--- src/rtl/caster_pkg.sv ---
// Shared types, width helpers and reset constants for the buffered PE data caster.
// Widths that depend on parameters are derived here so every file computes them the same way.
package caster_pkg;

    localparam int DEF_DATA_WIDTH = 16;
    localparam int DEF_NUM_COL    = 4;
    localparam int DEF_FIFO_DEPTH = 4;

    // A single-caster bus still needs a 1-bit tag field.
    function automatic int id_w(input int num_col);
        return (num_col > 1) ? $clog2(num_col) : 1;
    endfunction

    function automatic int cnt_w(input int depth);
        return $clog2(depth + 1);
    endfunction

    localparam int DEF_ID_W = id_w(DEF_NUM_COL);

    typedef logic [DEF_ID_W-1:0]       id_t;
    typedef logic [DEF_DATA_WIDTH-1:0] data_t;

    localparam logic RST_BUS_READY = 1'b1;
    localparam logic RST_RES_VALID = 1'b0;
    localparam logic RST_CFG_ERR   = 1'b0;

endpackage

--- src/rtl/caster_fifo.sv ---
// Show-ahead synchronous FIFO: the head is visible on dout_o whenever not empty.
// full_o/empty_o come from the registered count, so a same-cycle pop never frees a slot for a push.
module caster_fifo
    import caster_pkg::*;
#(
    parameter  int W     = DEF_DATA_WIDTH,
    parameter  int DEPTH = DEF_FIFO_DEPTH,
    localparam int PTR_W = $clog2(DEPTH),
    localparam int CNT_W = cnt_w(DEPTH)
) (
    input  logic             clk,
    input  logic             rstn,
    input  logic             push_i,
    input  logic             pop_i,
    input  logic [W-1:0]     din_i,
    output logic [W-1:0]     dout_o,
    output logic             full_o,
    output logic             empty_o,
    output logic [CNT_W-1:0] count_o
);

    logic [W-1:0]     mem_q [DEPTH];
    logic [PTR_W-1:0] wr_ptr_q, wr_ptr_d;
    logic [PTR_W-1:0] rd_ptr_q, rd_ptr_d;
    logic [CNT_W-1:0] count_q,  count_d;

    assign full_o  = (count_q == CNT_W'(DEPTH));
    assign empty_o = (count_q == '0);
    assign count_o = count_q;
    // Stale storage is masked so an empty FIFO always presents zero.
    assign dout_o  = empty_o ? '0 : mem_q[rd_ptr_q];

    // DEPTH is a power of two, so the pointers wrap by natural overflow.
    always_comb begin
        wr_ptr_d = wr_ptr_q;
        rd_ptr_d = rd_ptr_q;
        count_d  = count_q;
        if (push_i) wr_ptr_d = wr_ptr_q + PTR_W'(1);
        if (pop_i)  rd_ptr_d = rd_ptr_q + PTR_W'(1);
        case ({push_i, pop_i})
            2'b10:   count_d = count_q + CNT_W'(1);
            2'b01:   count_d = count_q - CNT_W'(1);
            default: count_d = count_q;
        endcase
    end

    always_ff @(posedge clk or negedge rstn) begin
        if (!rstn) begin
            wr_ptr_q <= '0;
            rd_ptr_q <= '0;
            count_q  <= '0;
        end else begin
            wr_ptr_q <= wr_ptr_d;
            rd_ptr_q <= rd_ptr_d;
            count_q  <= count_d;
        end
    end

    // NOTE: storage is deliberately not reset; pointers and count alone define validity.
    always_ff @(posedge clk) begin
        if (push_i) mem_q[wr_ptr_q] <= din_i;
    end

endmodule

--- src/rtl/caster_buffered.sv ---
// PE data caster: tag-matched bus words are buffered into the PE, and PE results are
// returned through a single register slice tagged with this caster's programmable ID.
module caster_buffered
    import caster_pkg::*;
#(
    parameter  int DATA_WIDTH = DEF_DATA_WIDTH,
    parameter  int NUM_COL    = DEF_NUM_COL,
    parameter  int FIFO_DEPTH = DEF_FIFO_DEPTH,
    parameter  bit BCAST_EN   = 1'b1,
    localparam int ID_W       = id_w(NUM_COL),
    localparam int CNT_W      = cnt_w(FIFO_DEPTH)
) (
    input  logic                  clk,
    input  logic                  rstn,
    input  logic                  cfg_id_we,
    input  logic [ID_W-1:0]       cfg_id,
    input  logic                  caster_en,
    input  logic                  bus_valid,
    input  logic [ID_W-1:0]       bus_tag,
    input  logic                  bus_bcast,
    input  logic [DATA_WIDTH-1:0] bus_data,
    output logic                  bus_ready,
    output logic                  pe_valid,
    output logic [DATA_WIDTH-1:0] pe_data,
    input  logic                  pe_ready,
    input  logic                  pe_res_valid,
    input  logic [DATA_WIDTH-1:0] pe_res_data,
    output logic                  pe_res_ready,
    output logic                  res_valid,
    output logic [DATA_WIDTH-1:0] res_data,
    output logic [ID_W-1:0]       res_tag,
    input  logic                  res_ready,
    output logic [CNT_W-1:0]      fifo_count,
    output logic                  cfg_err
);

    logic [ID_W-1:0]       id_q,        id_d;
    logic                  cfg_err_q,   cfg_err_d;
    logic                  res_valid_q, res_valid_d;
    logic [DATA_WIDTH-1:0] res_data_q,  res_data_d;
    logic [ID_W-1:0]       res_tag_q,   res_tag_d;

    logic match, push, pop, full, empty, load, id_ok;

    assign match     = caster_en & ((bus_tag == id_q) | (BCAST_EN & bus_bcast));
    assign push      = bus_valid & match & ~full;
    assign pop       = ~empty & pe_ready;
    // A caster that is not the target never holds the shared bus.
    assign bus_ready = ~match | ~full;
    assign pe_valid  = ~empty;

    caster_fifo #(
        .W     (DATA_WIDTH),
        .DEPTH (FIFO_DEPTH)
    ) u_fifo (
        .clk     (clk),
        .rstn    (rstn),
        .push_i  (push),
        .pop_i   (pop),
        .din_i   (bus_data),
        .dout_o  (pe_data),
        .full_o  (full),
        .empty_o (empty),
        .count_o (fifo_count)
    );

    // ID may only change with nothing in flight, so no word is ever matched against a stale ID.
    assign id_ok = empty & ~res_valid_q & ~push;

    always_comb begin
        id_d      = id_q;
        cfg_err_d = cfg_err_q;
        if (cfg_id_we) begin
            if (id_ok) id_d      = cfg_id;
            else       cfg_err_d = 1'b1;
        end
    end

    assign pe_res_ready = ~res_valid_q | res_ready;
    assign load         = pe_res_valid & pe_res_ready;

    // NOTE: every always_comb target gets a default first, so no latch is inferred.
    always_comb begin
        res_valid_d = res_valid_q;
        res_data_d  = res_data_q;
        res_tag_d   = res_tag_q;
        if (load) begin
            res_valid_d = 1'b1;
            res_data_d  = pe_res_data;
            res_tag_d   = id_q;
        end else if (res_ready) begin
            res_valid_d = 1'b0;
        end
    end

    // NOTE: sequential state uses non-blocking assignments only.
    always_ff @(posedge clk or negedge rstn) begin
        if (!rstn) begin
            id_q        <= '0;
            cfg_err_q   <= RST_CFG_ERR;
            res_valid_q <= RST_RES_VALID;
            res_data_q  <= '0;
            res_tag_q   <= '0;
        end else begin
            id_q        <= id_d;
            cfg_err_q   <= cfg_err_d;
            res_valid_q <= res_valid_d;
            res_data_q  <= res_data_d;
            res_tag_q   <= res_tag_d;
        end
    end

    assign res_valid = res_valid_q;
    assign res_data  = res_data_q;
    assign res_tag   = res_tag_q;
    assign cfg_err   = cfg_err_q;

endmodule
--- config.mk ---
export PLATFORM = sky130hd
export DESIGN_NAME = caster_buffered
export DESIGN_NICKNAME = d
export VERILOG_FILES = /design/src/rtl/caster_pkg.sv /design/src/rtl/caster_fifo.sv /design/src/rtl/caster_buffered.sv
export SDC_FILE = /design/constraint.sdc
export NUM_CORES = 1
export LEC_CHECK = 0
export CORE_ASPECT_RATIO = 0.75
export CORE_UTILIZATION = 45
export CTS_CLUSTER_DIAMETER = 40
export DETAILED_ROUTE_END_ITERATION = 6
export HOLD_SLACK_MARGIN = 0.08
export PLACE_DENSITY = 0.73
export SLEW_MARGIN = 10
export SYNTH_ARGS = -nofsm -noshare
export SYNTH_HDL_FRONTEND = slang
export SYNTH_HIERARCHICAL = 1
export SYNTH_SLANG_ARGS = --single-unit
--- constraint.sdc ---
create_clock -name clk -period 5 [get_ports clk]
set_clock_uncertainty 0.05 [all_clocks]
set_input_delay 1 -clock clk [delete_from_list [all_inputs] [get_ports clk]]
set_output_delay 1 -clock clk [all_outputs]
set_load 0.02 [all_outputs]
# Word-level counts from Yosys, hierarchy flattened
# Memory sizes are Yosys's and may differ from the RTL's.
# Index checks and enable logic that the tools add are counted.
# totals
in_bits,45
regBits,29
output_inout_bits,42
wordCells,44
memories,1
ramBits,64
# mem_list
memory,depth,width,read_ports,rd_ports_with_merged_regs,write_ports,line,text
u_fifo.mem_q,4,16,1,0,1,caster_fifo.sv:22,logic [W-1:0] mem_q [DEPTH];
# op_classes
n_reduce_logical,5
eq_ne,4
n_mux,6
bitwise,16
addsub,4
# op_table
op,count
16-bit two-way mux,1
1-bit AND,7
1-bit inverter,6
3-bit case mux with 2 select lines,1
"2-bit by 1-bit adder with 2-bit output, second input constant",2
1-bit two-way mux,4
2-bit AND reduction,2
2-bit nonzero test,2
"3-bit by 1-bit adder with 3-bit output, second input constant",1
"3-bit == test, second input constant",1
3-bit logical NOT,1
1-bit OR,3
"3-bit by 1-bit subtractor with 3-bit output, second input constant",1
"2-bit by 1-bit == test with 1-bit output, second input constant",1
2-bit == test,1
"2-bit == test, second input constant",1

# Depth between registers and ports, before layout
# depth
word_depth,9
depth_mapped,11
mapped_depth_nobuf,11

# Cells and area by module
# The synthesis kept the hierarchy.
# modules_own_cells
module,cells_each,area_per_inst_um2,n_inst,seq_area_each_um2
caster_fifo,137,2921.6,1,2097.0
caster_buffered,59,890.9,1,550.5

# Least setup slack after synthesis
# No wires, ideal clock.
# synth_timing
kind,input port to flip-flop
from,input bus_tag[1]
to,register u_fifo.count_q[2] (netlist: u_fifo/count_o[2])
path_slack_ns,2.309
t_required_ns,4.870
path_buffers,0
arrival_time_ns,2.561
cell_stages,10
setup_time_ns,0.080
path_cell_list,xnor2_1 > a21o_1 > and3_1 > inv_1 > ha_1 > inv_1 > fa_1 > xor2_1 > nor2_1 > xor2_1
# synth_between
elab_chain_len,7
word_cells_on_any_way,9
cone_classes,eq/ne: 3; mux: 1; bitwise: 4; reduce/logical: 1
# synth_rtl
element,line,text
start: declaration,caster_buffered.sv:19,"input logic [ID_W-1:0] bus_tag,"
2-bit == test (*),caster_buffered.sv:45,assign match = caster_en & ((bus_tag == id_q) | (BCAST_EN & bus_bcast));
1-bit OR (*),caster_buffered.sv:45,
1-bit AND (*),caster_buffered.sv:45,
1-bit AND (*) (2 in a row),caster_buffered.sv:46,assign push = bus_valid & match & ~full;
net push,caster_buffered.sv:43,"logic match, push, pop, full, empty, load, id_ok;"
2-bit by 1-bit == test with 1-bit output or 2-bit == test (tied branches),caster_fifo.sv:40,"case ({push_i, pop_i})"
3-bit case mux with 2 select lines or 2-bit nonzero test (tied branches),--,
end signal: assignment,caster_fifo.sv:55,count_q <= count_d;
end: declaration,caster_fifo.sv:25,"logic [CNT_W-1:0] count_q, count_d;"
# Mark *: on every way through the listed nets, which the timed path passes. The rest lies on a longest branch.
# A chain may end at the register's enable or synchronous reset.

# Worst setup path in the final report
# layout_timing
from,register u_fifo.rd_ptr_q[0]
to,output pe_data[3]
# layout_between
elab_chain_len,2
# layout_rtl
element,line,text
start: declaration,caster_fifo.sv:24,"logic [PTR_W-1:0] rd_ptr_q, rd_ptr_d;"
start signal: assignment,caster_fifo.sv:54,rd_ptr_q <= rd_ptr_d;
memory read 4 x 16 bit,--,
16-bit two-way mux,caster_fifo.sv:31,assign dout_o = empty_o ? '0 : mem_q[rd_ptr_q];
end: declaration,caster_buffered.sv:24,"output logic [DATA_WIDTH-1:0] pe_data,"
# Every way passes these cells.

==> key figures <==
Power and ir drop
  • Final Total Pwr: 0.00263 W
  • Lkg Pwr: around 1.9 nW
  • Worst VDD drop: a little under 0.3 mV
  • P per Cell Area: 521 mW/mm^2

Route
  • Final WL: roughly 6400 um
  • DRC: 0
  • Routed length per instance: approximately 16 um
  • Routed vias: roughly 2000
  • Initial DRC Count: between 40 and 50
  • DR vias/cell: 4.89
  • Detailed Routing Iterations Pass 1: 4
  • ANT nets after route: 0

Setup path
  • Worst setup SP type: flip-flop
  • Worst EP arrival: ~2.7 ns
  • WP data required: approximately 4.0 ns
  • CP Class: flip-flop to primary output
  • Setup crit end kind: primary output
  • CP max FO: 18

Run
  • Max Cap Viol: 0

GRT
  • Total track usage: 15.3%
  • Initial antenna violation count: 0
  • Wire length of the first global-routing pass: approximately 9700 um
  • Gr ovfl total: 0
  • Pin count of the biggest net entering global routing: 30
  • Vias in the first global route: roughly 1900

Logic synthesis
  • Synth Register Bits: 93
  • Register area share after synthesis: between 60% and 70%
  • Yosys warns: 6
  • Top cell type by total area after synthesis: edfxtp_1
  • Gate Count Post-Synth: 196
  • Cell variety after synth: 30
  • Synth top area cells: edfxtp_1 50%, dfrtp_1 19%, mux4_1 5.5%, mux2_2 5.3%, mux4_2 4.7%
  • Mean post-synth cell area: 19.5 um^2
  • Mapped Area: around 0.0038 mm^2
  • Synthesized net count: around 250
  • Post-synth top area share: about half

Cells and area
  • Share of layout cells above drive strength 1: between 15 and 20%
  • Fillers: 601
  • Fin nets: 340
  • Sequential cell area: roughly 0.0026 mm^2
  • Diodes inserted: 0
  • Leading cell type in the layout, fill and taps excluded: clkdlybuf4s50_1
  • Final instance area: ~0.0051 mm^2
  • Non-Filler Instances: 399
  • Multi-input logic area: 0.00108 mm^2
  • Most frequent cells in the layout: 86 x clkdlybuf4s50_1, 64 x edfxtp_1, 29 x dfrtp_1
  • Syn-to-layout area delta: 32.7%

Floorplanning
  • Ports: between 80 and 90
  • Die W: between 100 and 150 um
  • Core area: just over 0.008 mm^2
  • Die height: 81.7 um
  • Starting Density: a little under half
  • Die ar.: around 0.0088 mm^2
  • Num rows: 28

Placement
  • # placed instances: ~380
  • Area after DPL: 0.00477 mm^2
  • Post-DP HPWL: ~4400 um
  • PortBufs: 86
  • Routability congestion estimate: 0.677

Status
  • Outcome: finished clean

Clock tree
  • Clock buffer count from CTS: 9
  • Clk root buf: clkbuf_16
  • Post-CTS Hold Buffers: 0
  • Clock-pin slew on the worst setup and hold paths: 0.06 ns
  • H-tree level count: 3
  • CTS tree: yes
  • Post-CTS Setup Bufs: 0
  • Sinks on Clock Net: between 90 and 100
  • CTS resizes: 0
  • Max Buffers Root-to-Sink: 2
  • Clock Latency Late Sink: roughly 0.32 ns

Timing
  • Fin crit share: around three quarters
  • Final TNS setup: 0 ns
  • Final period demand of the worst path: between 3 and 4 ns
  • Final setup vio count: 0
  • Worst Tran Pin Value: around 1 ns
  • Rel. slew slack: approximately a third
  • Max Slew Vio Count: 0
  • RSZ-0062 raised after global routing: no
  • Final Hold Viols: 0
  • Fmax achieved: about 0.27 GHz

Hold path
  • Worst hold path class: flip-flop to flip-flop
## kinds of logic (layout without fill, tap and decap cells)
| logic type | count (synthesis) | count (layout) | synth area share [%] |
|---|---|---|---|
| simple gates | 33 | 33 | 6.79 |
| fa+ha+maj | 6 | 6 | 2.17 |
| buf+inv | 14 | 112 | 2.26 |
| mux | 37 | 37 | 16.4 |
| flops | 93 | 93 | 69.4 |
| compound gates | 5 | 5 | 1.08 |
| xor+xnor | 8 | 8 | 1.84 |
## state kept, by name (all words and copies together), names as in the netlist
| signal | flops |
|---|---|
| id_q | 2 |
| res_data | 16 |
| u_fifo/wr_ptr_q | 2 |
| cfg_err | 1 |
| res_tag | 2 |
| u_fifo/mem_q | 64 |
| u_fifo/rd_ptr_q | 2 |
| res_valid | 1 |
| u_fifo/count_o | 3 |
## synth_stat cells (all sizes together)
cell type,instances
edfxtp,64
o21ai,1
buf,6
ha,5
inv,8
a31oi,1
mux4,16
nor2b,18
dfrtp,29
nand2b,3
and3,2
nand3,1
o21bai,1
and2,4
fa,1
nor2,1
a21o,1
xor2,4
nand2,3
mux2i,1
nor3,1
mux2,20
xnor2,4
a311oi,1
## routing by layer
metal  share of wire, %  global-route usage [%]  up-vias
li1                   -                       -      930
met1                 45                    20.7      965
met2                 49                    23.9       52
met3                5.3                    4.76        6
met4               0.60                    4.86        0
met5                  0                       0        -
## through the flow
| stage | worst slack [ns] | hold WS [ns] | utilization (%) |
|---|---|---|---|
| 2_1_floorplan | 2.31 | 0.441 | - |
| 3_3_place_gp | 1.50 | 0.420 | 59.2 |
| 3_5_place_dp | 1.47 | 0.418 | 59.2 |
| 4_1_cts | 1.19 | 0.439 | 62.8 |
| 5_1_grt | 1.09 | 0.446 | 62.8 |
| 6_report | 1.26 | 0.430 | 62.8 |
## final timing paths
path / start / endpoint / slack [ns] / depth (start not counted)
min in group asynchronous: rstn / res_data[14]$_DFFE_PN0P_ / 1.00 / 2
max in group asynchronous: rstn / res_data[0]$_DFFE_PN0P_ / 3.63 / 2
min: cfg_err$_DFFE_PN0P_ / cfg_err$_DFFE_PN0P_ / 0.43 / 1
min reg2reg: cfg_err$_DFFE_PN0P_ / cfg_err$_DFFE_PN0P_ / 0.43 / 1
max reg2reg: u_fifo/count_o[0]$_DFFE_PN0P_ / u_fifo/count_o[2]$_DFFE_PN0P_ / 2.45 / 9
max: u_fifo/rd_ptr_q[0]$_DFFE_PN0P_ / pe_data[3] / 1.26 / 3
## critical path: stages, from the launching register on
cell and delay [ns]:
dfrtp_1 0.99, mux4_1 0.67, nor2b_1 0.15, clkdlybuf4s50_1 0.56
## power by group
group	internal [W]	leakage, nW	switching [W]	total, W
combinational	0.000529	0.827	0.000409	0.000938
sequential	0.000933	0.917	0.000120	0.00105
clock	0.000383	0.135	0.000260	0.000644
total	0.00185	1.88	0.000789	0.00263
## layout make-up
type / instances / share of cell area [%]
flip-flops and latches: 93 / 52.3
multi-input cells: 89 / 21.4
inverters: 8 / 0.593
repair buffers: 88 / 17.3
well taps: 105 / 2.60
clock buffers: 9 / 4.45
clock inverters: 7 / 1.29
(Power assumes the default switching activity.)
